[src/rtl/voucher_barcode_encoder.sv]
// Voucher barcode transmitter: frames a 16-bit ID as timed Manchester-coded bar/space modules.
// Define VOUCHER_CHECKSUM_EN to insert the 4-bit XOR checksum segment between data and stop.
module voucher_barcode_encoder #(
  parameter int unsigned BIT_CYCLES    = 4,
  parameter int unsigned QUIET_MODULES = 8
) (
  input  logic        clk,
  input  logic        reset_n,
  input  logic        print_start,
  input  logic [15:0] voucher_id,
  output logic        bar_out,
  output logic        bar_valid,
  output logic        busy,
  output logic        print_done
);

  localparam int unsigned CW     = (BIT_CYCLES > 1) ? $clog2(BIT_CYCLES) : 1;
  localparam int unsigned MaxSeg = (QUIET_MODULES > 32) ? QUIET_MODULES : 32;
  localparam int unsigned MW     = $clog2(MaxSeg);

  localparam logic [CW-1:0] CycLast   = CW'(BIT_CYCLES - 1);
  localparam logic [MW-1:0] QuietLast = MW'(QUIET_MODULES - 1);
  localparam logic [MW-1:0] GuardLast = MW'(3);
  localparam logic [MW-1:0] DataLast  = MW'(31);
`ifdef VOUCHER_CHECKSUM_EN
  localparam logic [MW-1:0] CheckLast = MW'(7);
`endif

  typedef enum logic [2:0] {
    StIdle,
    StQuietLead,
    StStart,
    StData,
`ifdef VOUCHER_CHECKSUM_EN
    StCheck,
`endif
    StStop,
    StQuietTail
  } state_e;

  state_e          state_q, state_d, seg_next;
  logic [CW-1:0]   cyc_q, cyc_d;
  logic [MW-1:0]   mod_q, mod_d, seg_last;
  logic [15:0]     id_q, id_d;
  logic            done_q, done_d;

`ifdef VOUCHER_CHECKSUM_EN
  logic [3:0] chk;
  assign chk = id_q[15:12] ^ id_q[11:8] ^ id_q[7:4] ^ id_q[3:0];
`endif

  always_ff @(posedge clk) begin
    if (!reset_n) begin
      state_q <= StIdle;
      cyc_q   <= '0;
      mod_q   <= '0;
      id_q    <= '0;
      done_q  <= 1'b0;
    end else begin
      state_q <= state_d;
      cyc_q   <= cyc_d;
      mod_q   <= mod_d;
      id_q    <= id_d;
      done_q  <= done_d;
    end
  end

  always_comb begin
    state_d  = state_q;
    cyc_d    = cyc_q;
    mod_d    = mod_q;
    id_d     = id_q;
    done_d   = 1'b0;
    bar_out  = 1'b0;
    seg_last = '0;
    seg_next = StIdle;

    // Manchester: even module carries the bit, odd module its complement.
    unique case (state_q)
      StIdle: ;
      StQuietLead: begin
        seg_last = QuietLast;
        seg_next = StStart;
      end
      StStart: begin
        seg_last = GuardLast;
        seg_next = StData;
        bar_out  = ~mod_q[0];
      end
      StData: begin
        seg_last = DataLast;
        bar_out  = id_q[4'd15 - mod_q[4:1]] ^ mod_q[0];
`ifdef VOUCHER_CHECKSUM_EN
        seg_next = StCheck;
`else
        seg_next = StStop;
`endif
      end
`ifdef VOUCHER_CHECKSUM_EN
      StCheck: begin
        seg_last = CheckLast;
        seg_next = StStop;
        bar_out  = chk[2'd3 - mod_q[2:1]] ^ mod_q[0];
      end
`endif
      StStop: begin
        seg_last = GuardLast;
        seg_next = StQuietTail;
        bar_out  = (mod_q[1:0] != 2'd2);
      end
      StQuietTail: begin
        seg_last = QuietLast;
        seg_next = StIdle;
      end
      default: ;
    endcase

    if (state_q == StIdle) begin
      if (print_start) begin
        state_d = StQuietLead;
        id_d    = voucher_id;
        cyc_d   = '0;
        mod_d   = '0;
      end
    end else if (cyc_q == CycLast) begin
      cyc_d = '0;
      if (mod_q == seg_last) begin
        mod_d   = '0;
        state_d = seg_next;
        done_d  = (state_q == StQuietTail);
      end else begin
        mod_d = mod_q + MW'(1);
      end
    end else begin
      cyc_d = cyc_q + CW'(1);
    end
  end

  assign bar_valid  = (state_q != StIdle);
  assign busy       = (state_q != StIdle);
  assign print_done = done_q;

endmodule

[config.mk]
export PLATFORM = sky130hd
export DESIGN_NAME = voucher_barcode_encoder
export DESIGN_NICKNAME = d
export VERILOG_FILES = /design/src/rtl/voucher_barcode_encoder.sv
export SDC_FILE = /design/constraint.sdc
export NUM_CORES = 1
export LEC_CHECK = 0
export CELL_PAD_IN_SITES_DETAIL_PLACEMENT = 0
export CELL_PAD_IN_SITES_GLOBAL_PLACEMENT = 1
export CORE_UTILIZATION = 30
export CTS_CLUSTER_SIZE = 8
export DETAILED_ROUTE_END_ITERATION = 12
export MAX_ROUTING_LAYER = met4
export PLACE_DENSITY_LB_ADDON = 0.1
export SLEW_MARGIN = 20
export SYNTH_ARGS = -nofsm -noshare
export SYNTH_HDL_FRONTEND = slang
export SYNTH_SLANG_ARGS = --single-unit
[constraint.sdc]
create_clock -name clk -period 3.5 [get_ports clk]
set_clock_uncertainty 0.05 [all_clocks]
set_input_delay 0.875 -clock clk [delete_from_list [all_inputs] [get_ports clk]]
set_output_delay 0.875 -clock clk [all_outputs]
set_load 0.005 [all_outputs]
# Yosys cells after proc, flatten, opt, wreduce, memory -nomap -nowiden
# Cells that the tools add are included.
dict set report totals {
  ram_bits 0
  mem_bits_ro 0
  latchBits 0
  wordCells 49
  memories 0
  input_bits 19
  reg_bits 27
  out_inout_bits 4
}
dict set report op_classes {
  reduce_logical 10
  add_sub_neg 3
  muxes 16
  eq_ne 9
  n_bitwise 5
  n_mul 0
  n_lt_le_gt_ge 1
  div_mod_pow 0
  shift 0
}
# operator count
set ops {}
lappend ops {{two-way mux 5 bit} 4}
lappend ops {{case mux 5 bit (3 select lines)} 1}
lappend ops {{two-way mux 3 bit} 4}
lappend ops {{case mux 3 bit (4 select lines)} 1}
lappend ops {{equality test 3 x 2 -> 1 bit (second input constant)} 2}
lappend ops {{equality test 3 bit (second input constant)} 2}
lappend ops {{two-way mux 2 bit} 3}
lappend ops {{adder 5 x 1 -> 5 bit (second input constant)} 1}
lappend ops {{equality test 5 bit} 1}
lappend ops {{< comparator 4 x 5 -> 1 bit (second input constant)} 1}
lappend ops {{binary-select mux 1 bit (select 4 bit)} 1}
lappend ops {{!= test 2 bit (second input constant)} 2}
lappend ops {{inverter 1 bit} 4}
lappend ops {{AND reduction 2 bit} 2}
lappend ops {{nonzero test 2 bit} 2}
lappend ops {{OR reduction 2 bit} 2}
lappend ops {{OR reduction 4 bit} 1}
lappend ops {{subtractor 4 bit (first input constant)} 1}
lappend ops {{equality test 3 x 1 -> 1 bit (second input constant)} 1}
lappend ops {{logical NOT 3 bit} 1}
lappend ops {{case mux 1 bit (3 select lines)} 1}
lappend ops {{AND reduction 3 bit} 1}
lappend ops {{nonzero test 3 bit} 1}
lappend ops {{adder 2 x 1 -> 2 bit (second input constant)} 1}
lappend ops {{3 further kinds} 3}

# Longest topological paths before layout
dict set report depth {
  depth_word 7
  mapped_depth 6
  mapped_depth_nobuf 5
}

# Worst setup path after synthesis
# No wires, ideal clock.
dict set report synth_path {
  path_kind {register -> output}
  from {register mod_q[1]}
  to {output port bar_out}
  arrival_ns 1.727
  slack_ns 0.848
  path_buffers 1
  path_stages_with_launch 5
  t_required_ns 2.575
  cell_sequence {dfxtp_1 > buf_6 > mux4_2 > mux4_2 > o311ai_2}
}
dict set report synth_via {
  elab_chain_cells 5
  word_cells_on_any_way 6
  cone_classes {1 x add/sub; 1 x eq/ne; 3 x mux; 1 x bitwise}
}
# item line
set synth_rtl {}
lappend synth_rtl {{from (decl)} 43} ;# logic [MW-1:0] mod_q, mod_d, seg_last;
lappend synth_rtl {{from (signal assigned)} 62} ;# mod_q <= mod_d;
lappend synth_rtl {{subtractor 4 bit} 92} ;# bar_out = id_q[4'd15 - mod_q[4:1]] ^ mod_q[0];
lappend synth_rtl {{binary-select mux 1 bit (select 4 bit)} 92}
lappend synth_rtl {{two-way mux 1 bit (implied by the code)} 92}
lappend synth_rtl {{XOR 1 bit} 92}
lappend synth_rtl {{case mux 1 bit (3 select lines) *} 79} ;# unique case (state_q)
lappend synth_rtl {{to (decl)} 11} ;# output logic bar_out,
# Every way passes the cells marked *; elsewhere a longest branch is shown, timed or not. The select of a mux whose other input is x is not followed.

# Worst setup path after layout
# Same ends and word-level chain as after synthesis.

==> results by group <==
Yosys
  • Seq/Total Area, Yosys: 37.3%
  • Register bit total from synthesis: 27
  • Syn nets: 184
  • Mux share of post-synthesis cell area: 8.03%
  • Netlist cell types: 46
  • Cell count after synthesis: 162
  • Syn. warnings: 0
  • EDFF count, synth: 0
  • Post-synth top area share: 37.3%
  • Top-count cell post-synth: nand2_1
  • Synth Cell Area: 1450 um2
  • Simple-Gate Fraction of Synth Area: 26.0%
  • Synth area leader: dfxtp_1
  • Synth cell count leaders: nand2_1 (40), dfxtp_1 (27), a21boi_0 (17)
  • Synth Area in Adders: 2.59%
  • Ys flop type: dfxtp_1
  • Post-Synth XOR/XNOR Area: 2.42%
  • Top post-synthesis cells by area: dfxtp_1 (37%), nand2_1 (10%), a21boi_0 (8.8%)
  • Synth Area in Compound Gates: 18.2%
  • Mean Syn Cell Area: 8.94 um2
  • Largest family of logic cells by synthesized area: simple AND/OR/NAND/NOR gates
  • Async SR Flop Fraction: 0%

Power and ir drop
  • Clock Power Share: 29.7%
  • PD cells: 341 nW/um2
  • Comb pwr share: 14.5%
  • Power Internal: 450 uW
  • Peak VDD IR: 0.000252 V
  • Sw Ratio: 24.8%
  • Switching power of the nets: 148 uW
  • Seq pwr share: 55.8%
  • LEAKAGE: 0.000673 uW

Clock tree
  • Clock Latency Late Sink: 0.27 ns
  • Total CTS buffers: 3
  • CTS Buffer Depth: 2
  • CTS tree: built
  • Count of clock tree sinks: 27
  • CTS HTree Levels: 1
  • Clk root buf: clkbuf_8
  • Hold bufs inserted after CTS: 0
  • Worst-path clk slew: 0.09 ns

Final layout
  • # fillers: 453
  • Antenna fix cells: 0
  • Post-Layout Cell Count: 234
  • Layout Nets: 205
  • Layout cell share with drive strength beyond 1: 10.4%
  • P&R area growth vs syn: 21.1%

Placed design
  • Port bufs: 22
  • Placed instance count: 230
  • DP Wirelength: 2320 um
  • Placer Congestion: 0.787

Worst setup path
  • CP Class: register to primary output
  • CP bufs+invs: 1
  • Largest delay share family, worst path: multiplexers
  • Worst path max stage delay: 0.52 ns
  • CP Cell Sequence: mux4_2, mux4_2, o311ai_2, dlymetal6s2s_1
  • CP required: 2.57 ns
  • Crit path DAT: 2.11 ns
  • Setup crit end kind: primary output
  • Startpoint Class: register
  • CP max-delay cell: mux4_2
  • Maximum fanout along the worst path: 5
  • Crit path top cell by count: mux4_2

Drt
  • Detail Route Antenna Nets: 0
  • TritonRoute pass-1 iters: 4
  • WL/cell: 13.8 um
  • DR iter-0 viols: 90
  • Remaining DRCs: 0
  • Drt total wl: 3230 um
  • Via density: 5.18
  • Vias: 1211

Timing
  • Rel. slew slack: 65.8%
  • Final Max Tran Viols: 0
  • Fin crit share: 86.7%
  • Worst-Margin Slew: 0.512 ns
  • Hold Fails Final Rpt: 0
  • Unrepaired setup endpoints after global routing: false
  • Fmax: 0.330 GHz
  • Final setup fails: 0
  • Minimum clock period after layout: 3.03 ns
  • Sum Neg Setup Slack: 0 ns

Floorplanning
  • Chip width: 71.5 um
  • Cell Rows: 24
  • Die Ht: 71.5 um
  • Initial Util: 32.2%
  • Die area: 5110 um2
  • I/O pins: 23
  • Core area: 4500 um2

Global routing
  • Initial antenna violation count: 0
  • Grt ovf: 0
  • Largest net degree at the start of global routing: 21
  • Vias in the first global route: 1235
  • First-pass GRT wire length: 5760 um
  • All-Layer GR Usage: 14.9%

Job
  • MaxCap Viol Count: 0

Outcome
  • Outcome: finished clean

Worst hold path
  • Worst Hold Class: register to register
registers in the layout, indices dropped and copies added (netlist names):
register    cells
mod_q           5
id_q           16
print_done      1
state_q         3
cyc_q           2
cell usage in the layout, fill, tap and decap left out, types with 2 or more instances in the layout:
cell	instances
nand2_1	40
dfxtp_1	26
clkdlybuf4s50_1	21
a21boi_0	17
nor2_1	8
and2_1	5
buf_4	5
mux4_2	4
inv_1	3
nor3_1	3
nand3_1	3
a21oi_1	3
xnor2_1	3
ha_1	3
clkbuf_8	3
nor4_1	2
a32o_1	2
nor2b_1	2
worst reg2reg max path: stages, from the launching register on:
cell	delay, ns
dfxtp_1	0.61
inv_1	0.20
nor4_1	0.31
o31a_2	0.26
or3b_1	0.37
a32o_1	0.27
metal layers:
layer	up-vias	GRT usage, %	share of wire, %
li1	611	-	-
met1	566	17.1	45
met2	27	26.5	51
met3	7	3.52	3.0
met4	0	3.27	1.1
met5	-	-	0
cell type report:
class                      instances  area, um2  area share (%)
sequential                        27        542            30.9
inverter                           3       11.3           0.642
timing repair buffer              27        260            14.8
multi-input combinational        121        830            47.3
clock inverter                     1       5.00           0.285
clock buffer                       3       41.3            2.35
tap                               52       65.1            3.71
power groups by stage:
stage	Combinational [uW]	Clock (uW)	Sequential, uW
detailed placement	87.1	0	341
floorplan	55.2	0	335
CTS	87.6	187	334
global placement	85.8	0	341
global route	97.2	201	337
finish	86.7	178	334
path summary, 6_finish.rpt:
path,start,to,slack [ns],cells past startpoint
min,id_q[15]$_SDFFE_PN0P_,id_q[15]$_SDFFE_PN0P_,0.41,2
max reg2reg,state_q[2]$_SDFFE_PN0P_,state_q[2]$_SDFFE_PN0P_,1.34,5
min reg2reg,id_q[15]$_SDFFE_PN0P_,id_q[15]$_SDFFE_PN0P_,0.41,2
max,mod_q[1]$_SDFFE_PN0P_,bar_out,0.47,4
cells by family after synthesis:
group / count (synthesis)
and+or+nand+nor: 75
AOI/OAI and AO/OA: 34
DFF: 27
buffers and inverters: 14
muxes: 5
xor gates and xnor gates: 4
adders and majority gates: 3
through the flow:
stage	setup WS (ns)	hold slack [ns]	power [uW]	area [um2]	util [%]
2_1_floorplan	0.848	0.389	390	1450	-
3_3_place_gp	0.304	0.407	427	1700	37.8
3_5_place_dp	0.272	0.406	429	1700	37.8
4_1_cts	0.0518	0.419	609	1750	38.9
5_1_grt	0.358	0.445	636	1750	38.9
6_report	0.466	0.414	599	1750	38.9
repair_timing:
| item | CTS | global route |
|---|---|---|
| resized for setup | 1 | 1 |
| setup buffers | 0 | 0 |
| setup endpoints to repair | 1 | 1 |
| cloned | 0 | 0 |
(Power assumes the default switching activity.)
